[src/rtl/pll_lmmi_reconfig.sv]
// pll_lmmi_reconfig: host write/read/RMW commands bridged onto the PLL_CORE LMMI port; PLL_LMMI_TIMEOUT_EN adds a wait-abort counter
module pll_lmmi_reconfig #(
    parameter int TIMEOUT_CYCLES = 255
) (
    input  logic       clk,
    input  logic       rst,
    input  logic       cmd_valid,
    output logic       cmd_ready,
    input  logic [1:0] cmd_op,
    input  logic [6:0] cmd_offset,
    input  logic [7:0] cmd_wdata,
    input  logic [7:0] cmd_mask,
    output logic       rsp_valid,
    input  logic       rsp_ready,
    output logic [7:0] rsp_rdata,
    output logic       rsp_err,
    output logic       lmmi_request,
    output logic       lmmi_wr_rdn,
    output logic [6:0] lmmi_offset,
    output logic [7:0] lmmi_wdata,
    input  logic       lmmi_ready,
    input  logic [7:0] lmmi_rdata,
    input  logic       lmmi_rdata_valid,
    output logic       busy
);
    typedef enum logic [2:0] {IDLE, REQ, RDWAIT, WREQ, RESP} state_t;
    localparam logic [1:0] OP_WR = 2'b00, OP_RD = 2'b01, OP_ILL = 2'b11;
    state_t     state;
    logic [1:0] op;
    logic [7:0] wdata, mask;
    logic       advance, timeout;
    if (TIMEOUT_CYCLES < 1 || TIMEOUT_CYCLES > 65535) begin : g_bad_timeout
        $error("TIMEOUT_CYCLES must be within 1..65535");
    end
    assign busy = state != IDLE;
    assign advance = (state == REQ || state == WREQ) ? lmmi_ready : state == RDWAIT && lmmi_rdata_valid;
`ifdef PLL_LMMI_TIMEOUT_EN
    logic [15:0] wait_cnt;
    assign timeout = (state == REQ || state == RDWAIT || state == WREQ) && wait_cnt == 16'(TIMEOUT_CYCLES - 1);
    // zero outside the wait states and on every phase change, so each wait phase gets a fresh budget
    always_ff @(posedge clk)
        wait_cnt <= (rst || advance || state == IDLE || state == RESP) ? 16'd0 : wait_cnt + 16'd1;
`else
    assign timeout = 1'b0;
`endif
    always_ff @(posedge clk) begin
        if (rst) begin
            state <= IDLE;
            cmd_ready <= 1'b0;
            rsp_valid <= 1'b0;
            rsp_rdata <= 8'h00;
            rsp_err <= 1'b0;
            lmmi_request <= 1'b0;
            lmmi_wr_rdn <= 1'b0;
            lmmi_offset <= 7'h00;
            lmmi_wdata <= 8'h00;
            op <= OP_WR;
            wdata <= 8'h00;
            mask <= 8'h00;
        end else if (timeout && !advance) begin
            state <= RESP;
            lmmi_request <= 1'b0;
            rsp_valid <= 1'b1;
            rsp_err <= 1'b1;
            rsp_rdata <= 8'h00;
        end else begin
            case (state)
                IDLE: begin
                    cmd_ready <= !(cmd_valid && cmd_ready);
                    if (cmd_valid && cmd_ready) begin
                        op <= cmd_op;
                        wdata <= cmd_wdata;
                        mask <= cmd_mask;
                        lmmi_offset <= cmd_offset;
                        lmmi_wdata <= cmd_wdata;
                        lmmi_wr_rdn <= cmd_op == OP_WR;
                        lmmi_request <= cmd_op != OP_ILL;
                        rsp_valid <= cmd_op == OP_ILL;
                        rsp_err <= cmd_op == OP_ILL;
                        rsp_rdata <= 8'h00;
                        state <= cmd_op == OP_ILL ? RESP : REQ;
                    end
                end
                REQ: if (lmmi_ready) begin
                    lmmi_request <= 1'b0;
                    rsp_valid <= op == OP_WR;
                    state <= op == OP_WR ? RESP : RDWAIT;
                end
                RDWAIT: if (lmmi_rdata_valid) begin
                    rsp_rdata <= lmmi_rdata;
                    rsp_valid <= op == OP_RD;
                    lmmi_request <= op != OP_RD;
                    lmmi_wr_rdn <= op != OP_RD;
                    lmmi_wdata <= (lmmi_rdata & ~mask) | (wdata & mask);
                    state <= op == OP_RD ? RESP : WREQ;
                end
                WREQ: if (lmmi_ready) begin
                    lmmi_request <= 1'b0;
                    rsp_valid <= 1'b1;
                    state <= RESP;
                end
                RESP: if (rsp_ready) begin
                    rsp_valid <= 1'b0;
                    cmd_ready <= 1'b1;
                    state <= IDLE;
                end
                default: state <= IDLE;
            endcase
        end
    end
endmodule

[config.mk]
export PLATFORM = sky130hd
export DESIGN_NAME = pll_lmmi_reconfig
export DESIGN_NICKNAME = d
export VERILOG_FILES = /design/src/rtl/pll_lmmi_reconfig.sv
export SDC_FILE = /design/constraint.sdc
export NUM_CORES = 1
export LEC_CHECK = 0
export CELL_PAD_IN_SITES_DETAIL_PLACEMENT = 2
export CELL_PAD_IN_SITES_GLOBAL_PLACEMENT = 2
export CORE_MARGIN = 2
export CORE_UTILIZATION = 26
export CTS_CLUSTER_SIZE = 10
export DETAILED_ROUTE_END_ITERATION = 8
export PLACE_DENSITY_LB_ADDON = 0.12
export SYNTH_ARGS = -nofsm -noshare
export SYNTH_HDL_FRONTEND = slang
export SYNTH_SLANG_ARGS = --single-unit
[constraint.sdc]
create_clock -name clk -period 1.8 [get_ports clk]
set_clock_uncertainty 0.2 [all_clocks]
set_input_delay 0.18 -clock clk [delete_from_list [all_inputs] [get_ports clk]]
set_output_delay 0.18 -clock clk [all_outputs]
set_load 0.05 [all_outputs]
Word level (Yosys, flattened, before mapping) --
Cells that the tools add are included.
Word-level totals: word-level logic and storage cells 76, register bits after elaboration 49
Cells by class: eq/ne operators 14, reductions and logical operators 17, multiplexer cells 29, bitwise logic cells 4
Operators by type and width (number):
- 8-bit two-way mux | 4
- 8-bit case mux with 2 select lines | 2
- 3-bit two-way mux | 8
- 8-bit bitwise AND | 2
- 3-bit case mux with 5 select lines | 1
- 2-bit != test, second input constant | 6
- 1-bit two-way mux | 10
- 8-bit inverter | 1
- 8-bit OR | 1
- 3-bit by 2-bit equality test with 1-bit output, second input constant | 2
- 6-bit AND reduction | 1
- 3-bit nonzero test | 2
- 1-bit case mux with 5 select lines | 1
- 5-bit AND reduction | 1
- 5-bit nonzero test | 1
- 2-bit zero test | 2
- 2-bit by 1-bit != test with 1-bit output, second input constant | 2
- 1-bit case mux with 2 select lines | 2
- 2-bit AND reduction | 2
- 4-bit AND reduction | 1
- 2-bit nonzero test | 2
- 3-bit by 1-bit equality test with 1-bit output, second input constant | 1
- 3-bit equality test, second input constant | 1
- 3-bit zero test | 1
- other kinds (7) | 7

Longest topological paths before layout --
Gate-level depths: netlist of the first run.
depth in word-level cells 5, gate-level depth with buffers 7, gate-level depth less buffers 5

Least setup slack after synthesis of the first run --
No wires, ideal clock.
path kind flip-flop to flip-flop, start point register cmd_ready, end point register rsp_rdata[0], arrival time 1550 ps, slack -77 ps, period minus slack after synthesis 1877 ps, required time 1472 ps, path buffers 2, stages on the path, launching flop included 7, cells stage by stage dfxtp_1 nand3b_4 a211o_1 buf_6 buf_8 a22oi_2 nor2_1
Between the ends: longest elaborated chain between the ends 3
Ends and longest elaborated chain:
- start: declaration | RTL line 8 | output logic cmd_ready,
- start signal: assignment | RTL line 69 | cmd_ready <= !(cmd_valid && cmd_ready);
- 1-bit logical AND | RTL line 70 | if (cmd_valid && cmd_ready) begin
- 2-bit != test (no source line)
- 3-bit AND reduction (no source line)
- end signal: assignment | RTL line 90 | rsp_rdata <= lmmi_rdata;
- end: declaration | RTL line 15 | output logic [7:0] rsp_rdata,
Every way passes these cells. A chain may end at the register's enable or synchronous reset.

Final worst setup path of the first run --
start point register state[0], end point register wdata[2]
Between the ends: longest elaborated chain between the ends 2
Ends and longest elaborated chain:
- start: declaration | RTL line 28 | state_t state;
- start signal: assignment | RTL line 81 | state <= cmd_op == OP_ILL ? RESP : REQ;
- start signal: assignment | RTL line 87 | state <= op == OP_WR ? RESP : RDWAIT;
- start signal: assignment | RTL line 95 | state <= op == OP_RD ? RESP : WREQ;
- 3-bit zero test | RTL line 67 | case (state)
- 2-bit AND reduction (no source line)
- end signal: assignment | RTL line 72 | wdata <= cmd_wdata;
- end: declaration | RTL line 30 | logic [7:0] wdata, mask;
Every way passes these cells.

==> results by group, run 1 <==
CTS
  – Htree depth: 2
  – Register clock-pin slew on the reported worst setup and hold paths: 0.09 ns
  – Number of buffers created by CTS: 5
  – Clk sink count: 49
  – CTS root buffer: sky130_fd_sc_hd__clkbuf_8
  – Count of hold buffers inserted by post-cts repair: 0
  – TritonCTS clock tree: yes
  – Source-to-sink clock delay at the later pin of the worst-skew pair: 0.30 ns
  – Clock Tree Buf Depth: 2
  – Post-CTS Setup Bufs: 0

Worst setup path
  – Start point of the critical path: state[0]
  – Reg-to-reg critical path endpoint: wdata[2]
  – Origin of the critical flop-to-flop path: state[0]
  – Kind of critical path: reg2reg
  – Worst r2r path cells: 5
  – Worst EP arrival: 1.69 ns
  – Largest driver fanout on the critical path: 27
  – Type of origin of the critical path: flip-flop
  – Worst reg2reg setup slack: 0.13 ns
  – Required time at the endpoint of the critical path: 1.82 ns
  – Sort of element at the end of the critical path: flip-flop

Floorplanning
  – DIE WIDTH: 94.6 µm
  – Number of ports placed on the die boundary: 68
  – Die extent in y: 94.6 µm
  – Area of the core: 8090 µm²
  – Initial core utilization: 26.4%
  – DIE AREA: 8950 µm²
  – Site Rows: 33

STA
  – Max Clk Rate: 0.598 GHz
  – Minimum period implied by the final worst setup slack: 1.67 ns
  – Final number of max-transition violations: 0
  – Total Neg Setup Slack: 0 ns
  – Final-report setup violation count: 0
  – Minimum hold slack: 0.0681 ns
  – Final Hold Violating Endpoints: 0
  – Actual transition at the worst max-transition pin: 0.406 ns
  – Ratio of final minimum period to clock period: 93.0%
  – Max-slew headroom: 72.9%
  – Final setup slack of the worst path: 0.127 ns
  – Setup repair after global routing missed its margin: no

Synthesis
  – Flip-flop cell with the highest count after synthesis: sky130_fd_sc_hd__dfxtp_1
  – Area share of the leading cell type in the synthesized netlist: 46.0%
  – Post-Syn Area: 2130 µm²
  – Proportion of synthesized chip area in sequential cells: 46.0%
  – Number of flops mapped to enable cells by yosys: 0
  – Dominant combinational cell family by area after synthesis: compound AO/OA/AOI/OAI gates
  – Area fraction in compound gates after synthesis: 23.0%
  – XOR/XNOR share of the synthesized area: 0.411%
  – Distinct cells, synth: 34
  – Number of synthesized register bits: 49
  – Cell count after synthesis: 251
  – Area fraction in and, or, nand and nor cells after synthesis: 20.5%
  – Top cells by area, synth: sky130_fd_sc_hd__dfxtp_1, sky130_fd_sc_hd__nand2_1, sky130_fd_sc_hd__a21oi_1, sky130_fd_sc_hd__a22oi_2, sky130_fd_sc_hd__mux2i_1
  – Largest area contributor in the synthesized netlist: sky130_fd_sc_hd__dfxtp_1
  – Post-synthesis net count: 290
  – Adder-Cell Fraction of Synth Area: 0%
  – Per-instance average area after synthesis: 8.50 µm²
  – Mux cell area share after synthesis: 4.22%
  – Share of flip-flops with an asynchronous set or reset: 0%
  – Synth warn: 0

GRT
  – Largest net degree at the start of global routing: 34
  – Number of global-route vias before repair: 2102
  – Global route overflow: 0
  – First-pass GRT wire length: 10700 µm
  – Initial antenna violation count: 0
  – Total Routing Usage GR: 15.6%

Layout
  – Area growth syn-to-layout: 43.1%
  – Design Area, Final: 3050 µm²
  – Multi-input logic area: 1030 µm²
  – Antenna diodes: 0
  – Fraction of final layout cells sized beyond drive strength 1: 21.3%
  – Number of filler cells placed in the layout: 934
  – Final #Nets: 362
  – Commonest non-fill, non-tap cell in the layout: sky130_fd_sc_hd__nand2_1
  – Combined flip-flop and latch cell area: 983 µm²
  – Commonest cells after routing, fill and taps aside: sky130_fd_sc_hd__nand2_1, sky130_fd_sc_hd__dfxtp_1, sky130_fd_sc_hd__a21oi_1, sky130_fd_sc_hd__buf_4, sky130_fd_sc_hd__clkdlybuf4s50_1

Place
  – Post-detail-place hpwl: 4760 µm
  – Cell area after placement: 2930 µm²
  – Worst Setup Slack post-DPL: -0.0428 ns
  – Port buffer count: 67
  – Weighted congestion reported at the end of routability-driven placement: 0.749

Power
  – Maximum VDD drop: 0.000394 V
  – Leakage Power: 0.00113 µW
  – Pwr Density: 1460 nW/µm²

Min path
  – Hold Path Cell Cnt: 2
  – Worst hold start: rst
  – Hold EP: rsp_rdata[0]
  – Class of the most critical hold timing path: in2reg

Route
  – Count of TritonRoute iterations in the first routing pass: 4
  – Detailed-route DRC error count: 0
  – Routed vias/inst: 4.68
  – Iter 0 DRT Violations: 42
  – Routed wire per std cell: 15.6 µm
  – Wire length reported by the detailed router: 6690 µm
  – Total via count in the routed design: 2008
  – Antenna Violating Nets Remaining: 0

Run
  – Max-capacitance violation count: 0

Run status
  – Result of the run: completed
==> critical path, cell delays in order (launching register included) <==
cell	delay [ns]
sky130_fd_sc_hd__dfxtp_1	0.44
sky130_fd_sc_hd__nor3_2	0.27
sky130_fd_sc_hd__and3_1	0.24
sky130_fd_sc_hd__buf_12	0.19
sky130_fd_sc_hd__nand2_1	0.08
sky130_fd_sc_hd__a21oi_1	0.17
==> kinds of logic after synthesis <==
group                  after synthesis
AO/OA/AOI/OAI                       72
XOR/XNOR                             1
buffers and inverters               20
flip-flops                          49
multiplexers                         9
AND/OR/NAND/NOR                    100
==> how the worst max path moves through the flow <==
stage	cells past startpoint	endpoint	slack [ns]
6_report	5	wdata[2]	0.13
2_1_floorplan	6	rsp_rdata[0]	0.13
5_1_grt	5	state[0]	0.007
3_3_place_gp	6	rsp_rdata[3]	-0.03
3_5_place_dp	6	rsp_rdata[3]	-0.04
4_1_cts	4	rsp_rdata[6]	0.004
==> synthesized netlist by cell type, types with 4 or more instances <==
master and number:
sky130_fd_sc_hd__a21oi_1 41, sky130_fd_sc_hd__clkbuf_1 6, sky130_fd_sc_hd__nand2b_1 4, sky130_fd_sc_hd__dfxtp_1 49
sky130_fd_sc_hd__nand2_1 74, sky130_fd_sc_hd__a22oi_2 8, sky130_fd_sc_hd__buf_2 4, sky130_fd_sc_hd__nor2_1 11
sky130_fd_sc_hd__o211ai_1 8, sky130_fd_sc_hd__mux2i_1 9
==> stage by stage <==
step | std cells | power (µW) | utilization (%)
detailed placement | 421 | 3680 | 36.2
global placement | 421 | 3650 | 36.2
floorplan | 251 | 2880 | -
finish | 429 | 4450 | 37.7
global route | 429 | 4740 | 37.7
CTS | 429 | 4530 | 37.7
==> report_power, final <==
group | switching, µW | internal (µW) | total, µW
Sequential | 188 | 1300 | 1490
Combinational | 1270 | 857 | 2130
Clock | 374 | 454 | 828
==> layout make-up <==
| cell class | instances | area share (%) |
|---|---|---|
| clock buffers | 7 | 2.83 |
| clock inverters | 1 | 0.984 |
| inverters | 3 | 0.369 |
| multi-input cells | 182 | 33.7 |
| flip-flops and latches | 49 | 32.2 |
| well taps | 105 | 4.31 |
| repair buffers | 82 | 25.6 |
==> per-layer routing <==
layer / wire length (µm) / global-route usage (%) / vias up / part of all wire [%]
met1: 3080 / 20.0 / 975 / 46
met2: 3340 / 26.7 / 35 / 50
met5: 0 / 0 / - / 0
met4: 40 / 3.99 / 0 / 0.60
met3: 229 / 3.11 / 2 / 3.4
li1: - / - / 996 / -
==> repair_timing <==
action / CTS / global route
resized for setup: 0 / 2
setup endpoints to repair: 0 / 12
hold endpoints to repair: 0 / 0
==> state kept, by name (all words and copies together) (netlist names) <==
register and count:
rsp_valid 1, rsp_rdata 8, lmmi_wdata 8, lmmi_request 1
state 3, op 2, lmmi_wr_rdn 1, mask 8
lmmi_offset 7, rsp_err 1, cmd_ready 1, wdata 8
Power figures use the tool's default switching activity.
==> run 2, diff against run 1 <==
--- a/config.mk
+++ b/config.mk
@@ -11,7 +11,8 @@
 export CORE_UTILIZATION = 26
 export CTS_CLUSTER_SIZE = 10
 export DETAILED_ROUTE_END_ITERATION = 8
-export PLACE_DENSITY_LB_ADDON = 0.12
+export PLACE_DENSITY = 0.87
 export SYNTH_ARGS = -nofsm -noshare
 export SYNTH_HDL_FRONTEND = slang
 export SYNTH_SLANG_ARGS = --single-unit
+export TNS_END_PERCENT = 30
==> results by group, run 2 (synthesized netlist as in run 1, its figures left out) <==
Route
  – Routed vias/inst: 4.79 (+2.3%)
  – Antenna Violating Nets Remaining: 0 (unchanged)
  – Uppermost signal routing layer after detailed routing: met4
  – Routed wl met3: 241 µm (+5.2%)
  – Wire length reported by the detailed router: 7040 µm (+5.2%)
  – Met1 Wirelength: 2990 µm (-2.8%)
  – DR WL met2: 3730 µm (+12%)
  – Routed wire per std cell: 16.3 µm (+4.7%)
  – Iter 0 DRT Violations: 63 (+50%)
  – Detailed-route DRC error count: 0 (unchanged)
  – Count of TritonRoute iterations in the first routing pass: 4 (unchanged)
  – Total via count in the routed design: 2064 (+2.8%)

Place
  – Cell area after placement: 2910 µm² (-0.77%)
  – Post-detail-place hpwl: 5150 µm (+8.1%)
  – Weighted congestion reported at the end of routability-driven placement: 0.797 (+6.5%)
  – Port buffer count: 67 (unchanged)
  – Worst Setup Slack post-DPL: -0.0932 ns (-0.0504 ns)
  – Total instance count after detailed placement: 423 (+0.48%)

Layout
  – Antenna diodes: 0 (unchanged)
  – Commonest cells after routing, fill and taps aside: sky130_fd_sc_hd__nand2_1, sky130_fd_sc_hd__dfxtp_1, sky130_fd_sc_hd__buf_4, sky130_fd_sc_hd__a21oi_1, sky130_fd_sc_hd__clkdlybuf4s50_1
  – Layout Cells excl Fill: 431 (+0.47%)
  – Fraction of final layout cells sized beyond drive strength 1: 22.1% (+0.79 points)
  – Design Area, Final: 3030 µm² (-0.70%)
  – Commonest non-fill, non-tap cell in the layout: sky130_fd_sc_hd__nand2_1
  – Area growth syn-to-layout: 42.1%
  – Number of filler cells placed in the layout: 922 (-1.3%)
  – Final #Nets: 364 (+0.55%)

Power
  – Pwr Density: 1460 nW/µm² (+0.41%)
  – Leakage Power: 0.00113 µW (-0.30%)
  – Total power consumption of the routed design: 4430 µW (-0.29%)
  – Maximum VDD drop: 0.000398 V (+1.0%)

CTS
  – TritonCTS clock tree: yes
  – Register clock-pin slew on the reported worst setup and hold paths: 0.09 ns (about the same)
  – Clock Tree Buf Depth: 2 (unchanged)
  – Clk sink count: 49 (unchanged)
  – Source-to-sink clock delay at the later pin of the worst-skew pair: 0.30 ns (about the same)
  – Post-CTS Setup Bufs: 0 (unchanged)
  – Htree depth: 2 (unchanged)
  – Number of buffers created by CTS: 5 (unchanged)
  – CTS root buffer: sky130_fd_sc_hd__clkbuf_8

GRT
  – Initial antenna violation count: 0 (unchanged)
  – First-pass GRT wire length: 11300 µm (+5.7%)
  – Global route overflow: 0 (unchanged)
  – Largest net degree at the start of global routing: 28 (-18%)
  – Total Routing Usage GR: 16.3% (+0.77 points)
  – Number of global-route vias before repair: 2211 (+5.2%)

Worst setup path
  – Combined buffer and inverter count along the critical path: 1 (unchanged)
  – Worst path cell trace: nand2_1 -> a211oi_4 -> buf_4 -> o211ai_1 -> a21oi_1
  – Sort of element at the end of the critical path: flip-flop
  – Critical-path top delay cell: sky130_fd_sc_hd__dfxtp_2
  – Kind of cell adding the most delay to the critical path: compound AO/OA/AOI/OAI gates
  – Worst EP arrival: 1.70 ns (about the same)
  – Type of origin of the critical path: flip-flop
  – Largest driver fanout on the critical path: 6 (-78%)
  – Max incr delay on CP: 0.41 ns (-0.03 ns)
  – Kind of critical path: reg2reg
  – Required time at the endpoint of the critical path: 1.83 ns (about the same)

STA
  – Minimum period implied by the final worst setup slack: 1.67 ns (-0.00249 ns)
  – Final Hold Violating Endpoints: 0 (unchanged)
  – Ratio of final minimum period to clock period: 92.8% (-0.14 points)
  – Max Clk Rate: 0.599 GHz (+0.15%)
  – Setup repair after global routing missed its margin: no
  – Actual transition at the worst max-transition pin: 0.284 ns (-0.122 ns)
  – Minimum hold slack: 0.0370 ns (-0.0311 ns)
  – Final setup slack of the worst path: 0.129 ns (+0.00249 ns)
  – Final number of max-transition violations: 0 (unchanged)
  – Final-report setup violation count: 0 (unchanged)
  – Max-slew headroom: 80.8% (+8.0 points)

Floorplanning
  – DIE WIDTH: 94.6 µm (unchanged)
  – Die extent in y: 94.6 µm (unchanged)
  – Initial core utilization: 26.4% (unchanged)
  – Area of the core: 8090 µm² (unchanged)
  – Number of ports placed on the die boundary: 68 (unchanged)
  – Site Rows: 33 (unchanged)
  – DIE AREA: 8950 µm² (unchanged)

Min path
  – Class of the most critical hold timing path: in2reg

Run
  – Max-capacitance violation count: 0 (unchanged)

Run status
  – Result of the run: completed
==> run 2: changes by cell type in the layout (fill, tap and decap cells not counted) <==
cell	previous run	this run
sky130_fd_sc_hd__buf_4	38	43
sky130_fd_sc_hd__buf_12	6	3
sky130_fd_sc_hd__dfxtp_2	2	3
sky130_fd_sc_hd__dfxtp_1	47	46
==> run 2: per-stage QoR <==
step	TNS (ns)	utilization, %
after global placement	0	36.0
final	0	37.4
after global routing	0	37.4
after floorplan	0	-
after detailed placement	-0.860	36.0
after CTS	0	37.4
==> run 2: worst min-delay path, stage by stage <==
cell,delay [ns]
sky130_fd_sc_hd__buf_2,0.11
sky130_fd_sc_hd__nor2_1,0.08
sky130_fd_sc_hd__o211a_1,0.13
==> run 2: worst paths after layout <==
path / startpoint / endpoint / slack [ns] / cells after the start
hold / removal: rst / state[1] / 0.04 / 3
setup reg to reg: state[1] / lmmi_wdata[5] / 0.13 / 5
setup / recovery: state[1] / lmmi_wdata[5] / 0.13 / 5
hold reg to reg: lmmi_offset[1] / lmmi_offset[1] / 0.27 / 2
==> run 2: layout make-up <==
type	count	area, µm²	area share, %
repair buffers	84	758	25.0
flip-flops and latches	49	985	32.5
inverters	3	11.3	0.372
clock inverters	1	30.0	0.991
multi-input cells	182	1030	33.9
clock buffers	7	86.3	2.85
well taps	105	131	4.34
==> run 2: timing repair <==
item	4_1_cts	5_1_grt
hold buffers	0	0
endpoints found under the setup margin	0	14
resized for setup	0	3
hold endpoints to repair	0	0
==> run 2: metal layers <==
layer  vias up  track usage (%)
met3         9             3.03
met4         0             3.74
li1        996                -
met1      1020             19.3
met5         -                0
met2        39             30.5
==> run 2: power breakdown <==
part / internal [µW] / leakage [µW] / switching [µW]
registers: 1300 / 0.000400 / 200
logic: 814 / 0.000671 / 1290
clock network: 454 / 0.0000585 / 375
